`src/rtl/phase_sequencer.sv`:
```
// Five-phase instruction sequencer: button synchronizers, INIT/IDLE/RUN/STEP control,
// registered one-hot phase strobe and a retired-instruction counter.
module phase_sequencer #(
   parameter int ICNT_W      = 16,
   parameter int SYNC_STAGES = 2
) (
   input  logic              clock,
   input  logic              reset,
   input  logic              exec,
   input  logic              step,
   input  logic              halt_req,
   input  logic              stall,
   output logic [2:0]        phase,
   output logic [4:0]        phase_bus,
   output logic              reset_ps,
   output logic              running,
   output logic [ICNT_W-1:0] icount
);

   typedef enum logic [1:0] {INIT, IDLE, RUN, STEP} state_t;

   state_t                   state, state_n;
   logic [2:0]               phase_n;
   logic [4:0]               phase_bus_n;
   logic [ICNT_W-1:0]        icount_n;
   logic                     stop_pending, stop_pending_n;

   logic [SYNC_STAGES-1:0]   exec_sync, step_sync;
   logic                     exec_dly, step_dly;
   logic                     exec_edge, step_edge;

   always_ff @(posedge clock or negedge reset) begin
      if (!reset) begin
         exec_sync <= '0;
         step_sync <= '0;
         exec_dly  <= 1'b0;
         step_dly  <= 1'b0;
      end else begin
         exec_sync[0] <= exec;
         step_sync[0] <= step;
         for (int i = 1; i < SYNC_STAGES; i++) begin
            exec_sync[i] <= exec_sync[i-1];
            step_sync[i] <= step_sync[i-1];
         end
         exec_dly <= exec_sync[SYNC_STAGES-1];
         step_dly <= step_sync[SYNC_STAGES-1];
      end
   end

   assign exec_edge = exec_sync[SYNC_STAGES-1] & ~exec_dly;
   assign step_edge = step_sync[SYNC_STAGES-1] & ~step_dly;

   always_ff @(posedge clock or negedge reset) begin
      if (!reset) begin
         state        <= INIT;
         phase        <= 3'd0;
         phase_bus    <= 5'b00000;
         icount       <= '0;
         stop_pending <= 1'b0;
      end else begin
         state        <= state_n;
         phase        <= phase_n;
         phase_bus    <= phase_bus_n;
         icount       <= icount_n;
         stop_pending <= stop_pending_n;
      end
   end

   always_comb begin
      state_n        = state;
      phase_n        = phase;
      phase_bus_n    = phase_bus;
      icount_n       = icount;
      stop_pending_n = stop_pending;
      case (state)
         INIT: begin
            state_n     = IDLE;
            phase_n     = 3'd0;
            phase_bus_n = 5'b00000;
         end
         IDLE: begin
            phase_n     = 3'd0;
            phase_bus_n = 5'b00000;
            // exec has priority; a coincident step edge is simply dropped
            if (exec_edge) begin
               state_n     = RUN;
               phase_bus_n = 5'b00001;
            end else if (step_edge) begin
               state_n     = STEP;
               phase_bus_n = 5'b00001;
            end
         end
         RUN, STEP: begin
            if (state == RUN && exec_edge)
               stop_pending_n = 1'b1;
            if (!stall) begin
               if (phase == 3'd4) begin
                  icount_n = icount + 1'b1;
                  if (state == STEP || halt_req || stop_pending_n) begin
                     state_n        = IDLE;
                     phase_n        = 3'd0;
                     phase_bus_n    = 5'b00000;
                     stop_pending_n = 1'b0;
                  end else begin
                     phase_n     = 3'd0;
                     phase_bus_n = 5'b00001;
                  end
               end else begin
                  phase_n     = phase + 3'd1;
                  phase_bus_n = {phase_bus[3:0], 1'b0};
               end
            end
         end
         default: state_n = INIT;
      endcase
   end

   assign reset_ps = (state == INIT);
   assign running  = (state == RUN) || (state == STEP);

endmodule

```
`config.mk`:
```
export PLATFORM = sky130hd
export DESIGN_NAME = phase_sequencer
export DESIGN_NICKNAME = d
export VERILOG_FILES = /design/src/rtl/phase_sequencer.sv
export SDC_FILE = /design/constraint.sdc
export NUM_CORES = 1
export LEC_CHECK = 0
export BUFFER_PORTS_ARGS = -buffer_cell sky130_fd_sc_hd__buf_2
export CAP_MARGIN = 40
export CORE_AREA = 5 5 64 66
export CTS_CLUSTER_DIAMETER = 100
export CTS_CLUSTER_SIZE = 16
export DETAILED_ROUTE_END_ITERATION = 7
export DIE_AREA = 0 0 69 71
export PLACE_DENSITY = 0.71
export SYNTH_ARGS = -nofsm -noshare
export SYNTH_HDL_FRONTEND = slang
export SYNTH_SLANG_ARGS = --single-unit
export TNS_END_PERCENT = 1
```
`constraint.sdc`:
```
create_clock -name clock -period 4.4 [get_ports clock]
set_input_delay 0.88 -clock clock [delete_from_list [all_inputs] [get_ports clock]]
set_output_delay 0.88 -clock clock [all_outputs]
set_load 0.1 [all_outputs]
```
Word level (Yosys, flattened, before mapping)
Index checks and enable logic that the tools add are counted.
Word-level totals
  register bits: 33
  input port bits: 6
Operators by class
  equal/unequal tests: 8
  multiplexer cells: 20
  reduce and logical (&&, ||, !) cells: 9
  bitwise operators: 5
  add/subtract/negate cells: 2
Operators by type and width (count)
  $add A16 B1 Y16 const B: 1
  $pmux W5 S3: 1
  $mux W2: 5
  $mux W5: 2
  $mux W1: 8
  $mux W3: 2
  $ne A2 B2 Y1 const B: 3
  $pmux W2 S3: 1
  $pmux W3 S2: 1
  $eq A2 B2 Y1 const B: 2
  $reduce_and A4 Y1: 1
  $reduce_or A2 Y1: 2
  $add A3 B1 Y3 const B: 1
  $eq A3 B3 Y1 const B: 1
  $logic_or A1 B1 Y1: 3
  $ne A3 B3 Y1 const B: 1
  $not A1 Y1: 3
  $reduce_and A3 Y1: 1
  $and A1 B1 Y1: 2
  $eq A2 B1 Y1 const B: 1
  $logic_not A2 Y1: 1
  $logic_and A1 B1 Y1: 1

Longest topological paths before layout
Gate-level depths: netlist (run 1).
  depth in word-level cells: 10
  gate-level depth with buffers: 7
  gate-level depth less buffers: 6

Least setup slack after synthesis (run 1)
Ideal clock, no wire load.
  path kind: flip-flop to output port
  start: register state[1]
  end: output port reset_ps
  stages on the path, launching flop included: 3
  path buffers: 1
  data arrival time: 1.838 ns
  setup slack: 1.682 ns
  cell sequence: dfrtp_1 clkbuf_1 nor2_1
Between the ends
  longest elaborated chain between the ends: 1
Ends and longest elaborated chain
  from (decl): RTL line 22  | state_t state, state_n;
  from (signal assigned): RTL line 61  | state <= state_n;
  $logic_not A2 Y1: RTL line 118  | assign reset_ps = (state == INIT);
  to (decl): RTL line 15  | output logic reset_ps,
No other way between the ends.

Worst setup path after layout (run 1)
Same ends and word-level chain as after synthesis.

==> flow_summary.yaml, run 1 <==
status:
  status: "finished, final reports clean"
die:
  rows: 22
  core_area_um2: 3520
  dieWidth_um: 69
  die_h_um: 71
  ios: 32
  fp.dieArea_um2: 4900
  initial_utilization_pct: 42.0
synth:
  synth-simple-area-share_pct: 21.7
  yosys-mux-area-fraction_pct: 1.44
  avgSynthCellArea_um2: 11.1
  ys.flop_type: "dfrtp_1"
  syn_nets: 142
  yosys_warnings: 0
  synth_fa_ha_area_share_pct: 2.54
  syn-cell-area_um2: 1480
  synth_compound_area_share_pct: 5.58
  syn_inst: 133
  synth_xor_area_share_pct: 8.88
  netlist-cell-type-count: 30
  synth_edf_count: 0
  synth_top_family_by_area: "simple AND/OR/NAND/NOR gates"
  ys_async_sr_fraction_pct: 100
  seq_area_frac_synth_pct: 55.8
  ys_ff_latch: 33
clocking:
  clock-sinks: 33
  clk_latency_ns: 0.32
  htreeDepth: 2
  cts_made_buffers: 5
  cts_setup_buffers: 0
  root_buffer: "clkbuf_4"
  post_cts_resized: 0
  cts_hold_buf: 0
  clk_pin_slew_ns: 0.09
  clk_path_buf_depth: 2
  cts_tree: "done"
timing:
  period_share_pct: 52.6
  final_max_slew_viol_count: 0
  skew_ns: 0.00662
  grt_setup_unrepaired: "false"
  holdWs_ns: 0.359
  slew_headroom_pct: 51.5
  hold_violations: 0
  min_period_ns: 2.32
  tns_ns: 0
  finalSetupViolations: 0
  worst_slew_pin_slew_ns: 0.728
  max_freq_mhz: 432
grt:
  grt_usage_pct: 12.4
  grt_overflow: 0
  antenna_found_initial: 0
  grt_pass1_wl_mm: 4.92
  grt_max_degree: 34
  grt_pass1_vias: 1069
power:
  vdd.ir_drop.worst_v: 0.000366
  p_int_w: 0.000524
  combPwrFrac_pct: 46.3
  power_density_nw_per_um2: 643
  leakagePower_nw: 0.847
  switchingPower_w: 0.000579
  switching_share_pct: 52.5
  power.share.sequential_pct: 38.4
  clock_power_share_pct: 15.3
finish:
  fin_util_pct: 48.7
  layout_commonest_cell: "dfrtp_1"
  n_antenna_cell: 0
  drive_gt1_share_pct: 26.5
  nets: 175
  layout_common_cells: "dfrtp_1 (33), buf_2 (31), nand2_1 (19), xnor2_1 (10), o21ai_0 (9)"
  synthToLayoutAreaGrowth_pct: 16.0
detailed_routing:
  ant_nets: 0
  wl_mm: 2.69
  drt_first_pass_iters: 4
  avgRoutedWirePerCell_um: 12.6
  viasPerCell: 4.78
  drtIter0Drc: 57
  route.detailed.drc: 0
  vias: 1023
worst_setup_path:
  endpoint_kind: "primary output"
  cp_cell_sequence: "nor2_1, buf_2"
  cp_slowest_cell: "dfrtp_1"
  path_class: "flop to primary output"
  cp_max_fo: 15
  slowest_delay_ns: 0.52
  worstPathRequired_ns: 3.52
  startpoint_type: "flop"
  cp_data_arrival_time_ns: 1.44
place:
  dp_hpwl_mm: 1.97
  gp_congestion: 0.724
  port_buffers: 31
flow_run:
  max_cap_violations: 0
worst_hold_path:
  min_path_type: "flop to flop"
[worst max-delay path, delay by kind of cell (launching register included)]
family / cells / cell delay [ns]
simple gates: 1 / 0.16
buf+inv: 1 / 0.43
flops: 1 / 0.52
[per-stage QoR]
stage	total power (W)	worst slack [ns]	area, um^2	instances
2_1_floorplan	0.000854	1.68	1480	133
4_1_cts	0.00111	2.06	1720	214
5_1_grt	0.00117	1.97	1720	214
6_report	0.00110	2.08	1720	214
3_5_place_dp	0.000943	2.08	1660	207
3_3_place_gp	0.000927	2.12	1660	207
[flip-flops by register name, indices dropped and copies added, names as in the netlist]
register / cells
stop_pending: 1
exec_sync: 2
step_sync: 2
state: 2
exec_dly: 1
step_dly: 1
phase_bus: 5
icount: 16
phase: 3
[cells in the mapped netlist, types with 2 or more instances]
cell type,number,share of area [%]
buf_6,2,1.5
a21boi_0,2,1.0
xor2_1,5,3.0
xnor2_1,10,5.9
nor4_2,2,1.7
dfrtp_1,33,56
ha_1,3,2.5
o21ai_0,9,3.0
inv_1,7,1.8
nor2_1,7,1.8
nand3_1,4,1.4
clkbuf_1,3,0.76
and2_1,4,1.7
nand2_1,19,4.8
nor3_1,4,1.4
a21oi_1,2,0.68
nand4_1,2,0.85
a31oi_1,2,0.85
nor2b_1,2,0.85
[kinds of logic after synthesis]
| family | after synthesis |
|---|---|
| and+or+nand+nor | 53 |
| DFF | 33 |
| AOI/OAI and AO/OA | 15 |
| xor gates and xnor gates | 15 |
| buffers and inverters | 12 |
| adders and majority gates | 3 |
| muxes | 2 |
[power by group through the flow]
stage	logic [W]	registers (W)	clock network, W
3_5_place_dp	0.000514	0.000429	0
6_report	0.000511	0.000423	0.000168
4_1_cts	0.000515	0.000423	0.000175
2_1_floorplan	0.000161	0.000693	0
5_1_grt	0.000543	0.000436	0.000189
3_3_place_gp	0.000502	0.000425	0
[metal layers]
metal | vias up | share of wire, % | track usage (%) | wire, um
li1 | 513 | - | - | -
met1 | 485 | 44 | 14.9 | 1180
met2 | 18 | 48 | 20.0 | 1300
met3 | 7 | 5.3 | 4.40 | 142
met4 | 0 | 2.2 | 5.86 | 59
met5 | - | 0 | 0 | 0
[area by class of cell]
class	count	area [um^2]
clock buffer	7	55.1
inverter	7	26.3
tap	48	60.1
timing repair buffer	31	155
sequential	33	826
multi-input combinational	88	593
fill	338	1810
[worst paths after layout]
check,from,to,slack [ns],cells after the start
worst max register to register,phase[0],icount[15],2.56,6
max in group asynchronous,reset,icount[3],3.33,1
worst min-delay path,exec_sync[0],exec_sync[1],0.36,0
min in group asynchronous,reset,step_dly,0.60,1
worst max-delay path,state[1],reset_ps,2.08,2
worst min register to register,exec_sync[0],exec_sync[1],0.36,0
No activity file was read; power rests on OpenSTA's default activity.
==> run 2, diff against run 1 <==
Settings changed: PLACE_DENSITY 0.71 to 0.73.
Clock period 4.4 ns to 1.9 ns, I/O delays scaled along.
==> flow_summary.yaml, run 2 (synthesis gave the netlist of run 1 again) <==
timing:
  max_freq_mhz: 562
  worst_slew_pin_slew_ns: 0.698
  final_max_slew_viol_count: 0
  grt_setup_unrepaired: "false"
  finalSetupViolations: 0
  min_period_ns: 1.78
  period_share_pct: 93.7
  skew_ns: 0.00543
  slew_headroom_pct: 53.4
  tns_ns: 0
  hold_violations: 0
grt:
  antenna_found_initial: 0
  grt_overflow: 0
  busiest_layer: "met2"
  use_met3_pct: 4.55
  grt_use_met2_pct: 18.8
  grt_max_degree: 34
  grt_pass1_vias: 1065
  grt_usage_pct: 12.2
  grt_pass1_wl_mm: 4.75
  use_met1_pct: 14.3
die:
  rows: 22
  fp.dieArea_um2: 4900
  initial_utilization_pct: 42.0
  dieWidth_um: 69
  core_area_um2: 3520
  die_h_um: 71
  ios: 32
power:
  power_density_nw_per_um2: 1480
  vdd.ir_drop.worst_v: 0.000926
  leakagePower_nw: 0.860
finish:
  n_antenna_cell: 0
  top_register: "icount"
  layout_common_cells: "dfrtp_1 (32), buf_2 (31), nand2_1 (19), xnor2_1 (10), o21ai_0 (9)"
  reg_top3: "icount (16), phase_bus (5), phase (3)"
  drive_gt1_share_pct: 29.0
  synthToLayoutAreaGrowth_pct: 17.8
  nets: 178
  largest_reg_flops: 16
  stdcell_count: 217
  layout_commonest_cell: "dfrtp_1"
flow_run:
  max_cap_violations: 0
worst_setup_path:
  path_class: "flop to flop"
  endpoint_kind: "flop"
  cp_data_arrival_time_ns: 2.00
  cp_max_fo: 7
  worstPathRequired_ns: 2.12
  startpoint_type: "flop"
clocking:
  clock-sinks: 33
  cts_made_buffers: 5
  htreeDepth: 2
  clk_latency_ns: 0.32
  clk_pin_slew_ns: 0.09
  clk_path_buf_depth: 2
  cts_hold_buf: 0
  post_cts_resized: 0
  root_buffer: "clkbuf_4"
  cts_tree: "done"
  cts_setup_buffers: 0
detailed_routing:
  vias: 1050
  viasPerCell: 4.84
  avgRoutedWirePerCell_um: 12.5
  drtIter0Drc: 32
  drt_first_pass_iters: 4
  route.detailed.drc: 0
  wl_mm: 2.70
  ant_nets: 0
worst_hold_path:
  min_path_type: "input port to asynchronous set/reset pin"
status:
  status: "finished, final reports clean"
place:
  port_buffers: 31
  dp_hpwl_mm: 2.03
  gp_congestion: 0.785
  dp.cells: 210
[run 2: path summary, 6_finish.rpt]
kind	from	to	slack [ns]	cells past startpoint
max	phase[0]	icount[15]	0.12	6
min	reset	step_sync[1]	0.09	1
max reg2reg	phase[0]	icount[15]	0.12	6
min reg2reg	step_sync[0]	step_sync[1]	0.37	0
max in group asynchronous	reset	icount[7]	1.32	1
min in group clock	step	step_sync[0]	0.16	1
[run 2: area by class of cell]
class / count / area (um^2)
sequential: 33 / 827
inverter: 7 / 26.3
multi-input combinational: 88 / 596
fill: 356 / 1780
clock buffer: 7 / 55.1
timing repair buffer: 34 / 178
tap: 48 / 60.1
[run 2: power breakdown]
group / switching (W) / internal [W] / leakage [nW]
sequential: 0.000145 / 0.000827 / 0.409
combinational: 0.000988 / 0.000230 / 0.420
clock: 0.000212 / 0.000174 / 0.0314
total: 0.00134 / 0.00123 / 0.860
[run 2: critical path, stage by stage, from the launching register on]
cell     delay (ns)
dfrtp_1        0.43
inv_1          0.07
ha_1           0.19
and4b_1        0.42
and4_1         0.29
nand4_1        0.13
xnor2_1        0.15
[run 2: metrics by stage]
| step | area [um^2] | hold WS (ns) | power, W | utilization (%) | worst slack (ns) |
|---|---|---|---|---|---|
| after floorplan | 1480 | 0.0844 | 0.00198 | - | -0.288 |
| after global placement | 1690 | 0.338 | 0.00217 | 47.9 | 0.196 |
| after detailed placement | 1690 | 0.337 | 0.00221 | 47.9 | 0.125 |
| after CTS | 1740 | 0.109 | 0.00261 | 49.4 | 0.105 |
| after global routing | 1740 | 0.141 | 0.00272 | 49.4 | 0.0113 |
| final | 1740 | 0.0943 | 0.00258 | 49.4 | 0.120 |
[run 2: layer usage]
metal / wire (um) / share of wire [%]
met5: 0 / 0
met2: 1320 / 49
met3: 136 / 5.0
met4: 75 / 2.8
met1: 1170 / 43
==> run 3, diff against run 2 <==
Settings changed: PLACE_DENSITY 0.73 to 0.68.
==> flow_summary.yaml, run 3 (synthesis gave the netlist of run 1 again) <==
die:
  core_area_um2: 3520
  dieWidth_um: 69
  ios: 32
  initial_utilization_pct: 42.0
  rows: 22
  fp.dieArea_um2: 4900
  die_h_um: 71
finish:
  multi_input_area_um2: 597
  drive_gt1_share_pct: 30.8
  synthToLayoutAreaGrowth_pct: 18.6
  n_antenna_cell: 0
  layout_common_cells: "dfrtp_1 (32), buf_2 (31), nand2_1 (19), xnor2_1 (10), o21ai_0 (9)"
  fin_util_pct: 49.8
  layout_commonest_cell: "dfrtp_1"
  stdcell_count: 220
  n_fill_cell: 352
  nets: 180
  regArea_um2: 827
  reg_top3: "icount (16), phase_bus (5), phase (3)"
  largest_reg_flops: 16
  top_register: "icount"
grt:
  grt_usage_pct: 12.3
  grt_pass1_wl_mm: 4.78
  grt_pass1_vias: 1024
  antenna_found_initial: 0
  grt_overflow: 0
  grt_max_degree: 24
detailed_routing:
  avgRoutedWirePerCell_um: 12.3
  wl_mm: 2.71
  drtIter0Drc: 15
  vias: 1029
  drt_first_pass_iters: 4
  ant_nets: 0
  route.detailed.drc: 0
  viasPerCell: 4.68
timing:
  holdWs_ns: -0.00415
  slew_headroom_pct: 67.3
  period_share_pct: 94.9
  grt_setup_unrepaired: "false"
  worst_slew_pin_slew_ns: 0.491
  min_period_ns: 1.80
  skew_ns: 0.0112
  worst_slack_ns: 0.0969
  hold_violations: 16
  finalSetupViolations: 0
  max_freq_mhz: 555
  final_max_slew_viol_count: 0
worst_setup_path:
  slowest_delay_ns: 0.42
  cp_cell_sequence: "buf_4, nor2_2, buf_2"
  worstPathRequired_ns: 1.52
  cp_data_arrival_time_ns: 1.42
  endpoint_kind: "primary output"
  path_delay_family: "buffers and inverters"
  crit_buf_inv: 2
  cp_slowest_cell: "buf_2"
  path_class: "flop to primary output"
  cp_max_fo: 14
  startpoint_type: "flop"
place:
  port_buffers: 31
  dp_hpwl_mm: 2.01
  preCtsSetupSlack_ns: 0.133
  dp.cells: 212
  gp_congestion: 0.741
power:
  vdd.ir_drop.worst_v: 0.000699
  power_w: 0.00255
  leakagePower_nw: 0.869
  power_density_nw_per_um2: 1450
clocking:
  cts_tree: "done"
  clk_pin_slew_ns: 0.10
  clk_path_buf_depth: 2
  clk_latency_ns: 0.33
  clock-sinks: 33
  cts_made_buffers: 5
  htreeDepth: 2
  cts_setup_buffers: 0
  cts_hold_buf: 0
  root_buffer: "clkbuf_4"
status:
  status: "finished with violations"
  violations: "hold timing"
worst_hold_path:
  min_path_type: "input port to asynchronous set/reset pin"
flow_run:
  max_cap_violations: 0
run 3: worst register-to-register path: stages, from the launching register on:
cell	delay, ns
dfrtp_1	0.43
inv_1	0.08
ha_1	0.19
and4b_2	0.37
nand3_4	0.13
nor4_4	0.30
xnor2_1	0.15
run 3: worst paths after layout:
check / startpoint / endpoint / slack (ns) / cells after the start
hold reg to reg: step_sync[0] / step_sync[1] / 0.36 / 0
hold / removal: reset / phase[2] / -0.004 / 1
setup reg to reg: phase[0] / icount[12] / 0.17 / 6
min in group clock: step / step_sync[0] / 0.15 / 1
max in group asynchronous: reset / icount[11] / 1.41 / 2
setup / recovery: state[1] / reset_ps / 0.1 / 3
run 3: area by class of cell:
cell class                 count  area share (%)
multi-input combinational     88            34.0
timing repair buffer          36            11.0
clock buffer                   6            2.35
inverter                       7            1.50
tap                           48            3.42
clock inverter                 2           0.571
sequential                    33            47.1
run 3: where the power goes:
group          switching [W]  internal [W]  leakage [nW]
combinational       0.000996      0.000233         0.429
sequential          0.000132      0.000827         0.409
clock               0.000224      0.000141        0.0320
total                0.00135       0.00120         0.869
run 3: what timing repair did:
action,4_1_cts,5_1_grt
endpoints found under the setup margin,0,4
resized for setup,0,1
endpoints found under the hold margin,0,0
run 3: metrics by stage:
stage	TNS (ns)	instance area [um^2]
after floorplan	-2.69	1480
after global placement	0	1700
after detailed placement	0	1700
after CTS	0	1750
after global routing	0	1750
final	0	1750
run 3: metal layers:
layer / global-route usage, % / vias up / wire [um] / part of all wire, %
met3: 5.11 / 6 / 195 / 7.2
met1: 15.1 / 476 / 1160 / 43
met4: 6.51 / 0 / 58 / 2.1
li1: - / 526 / - / -
met5: 0 / - / 0 / 0
met2: 18.6 / 21 / 1290 / 48
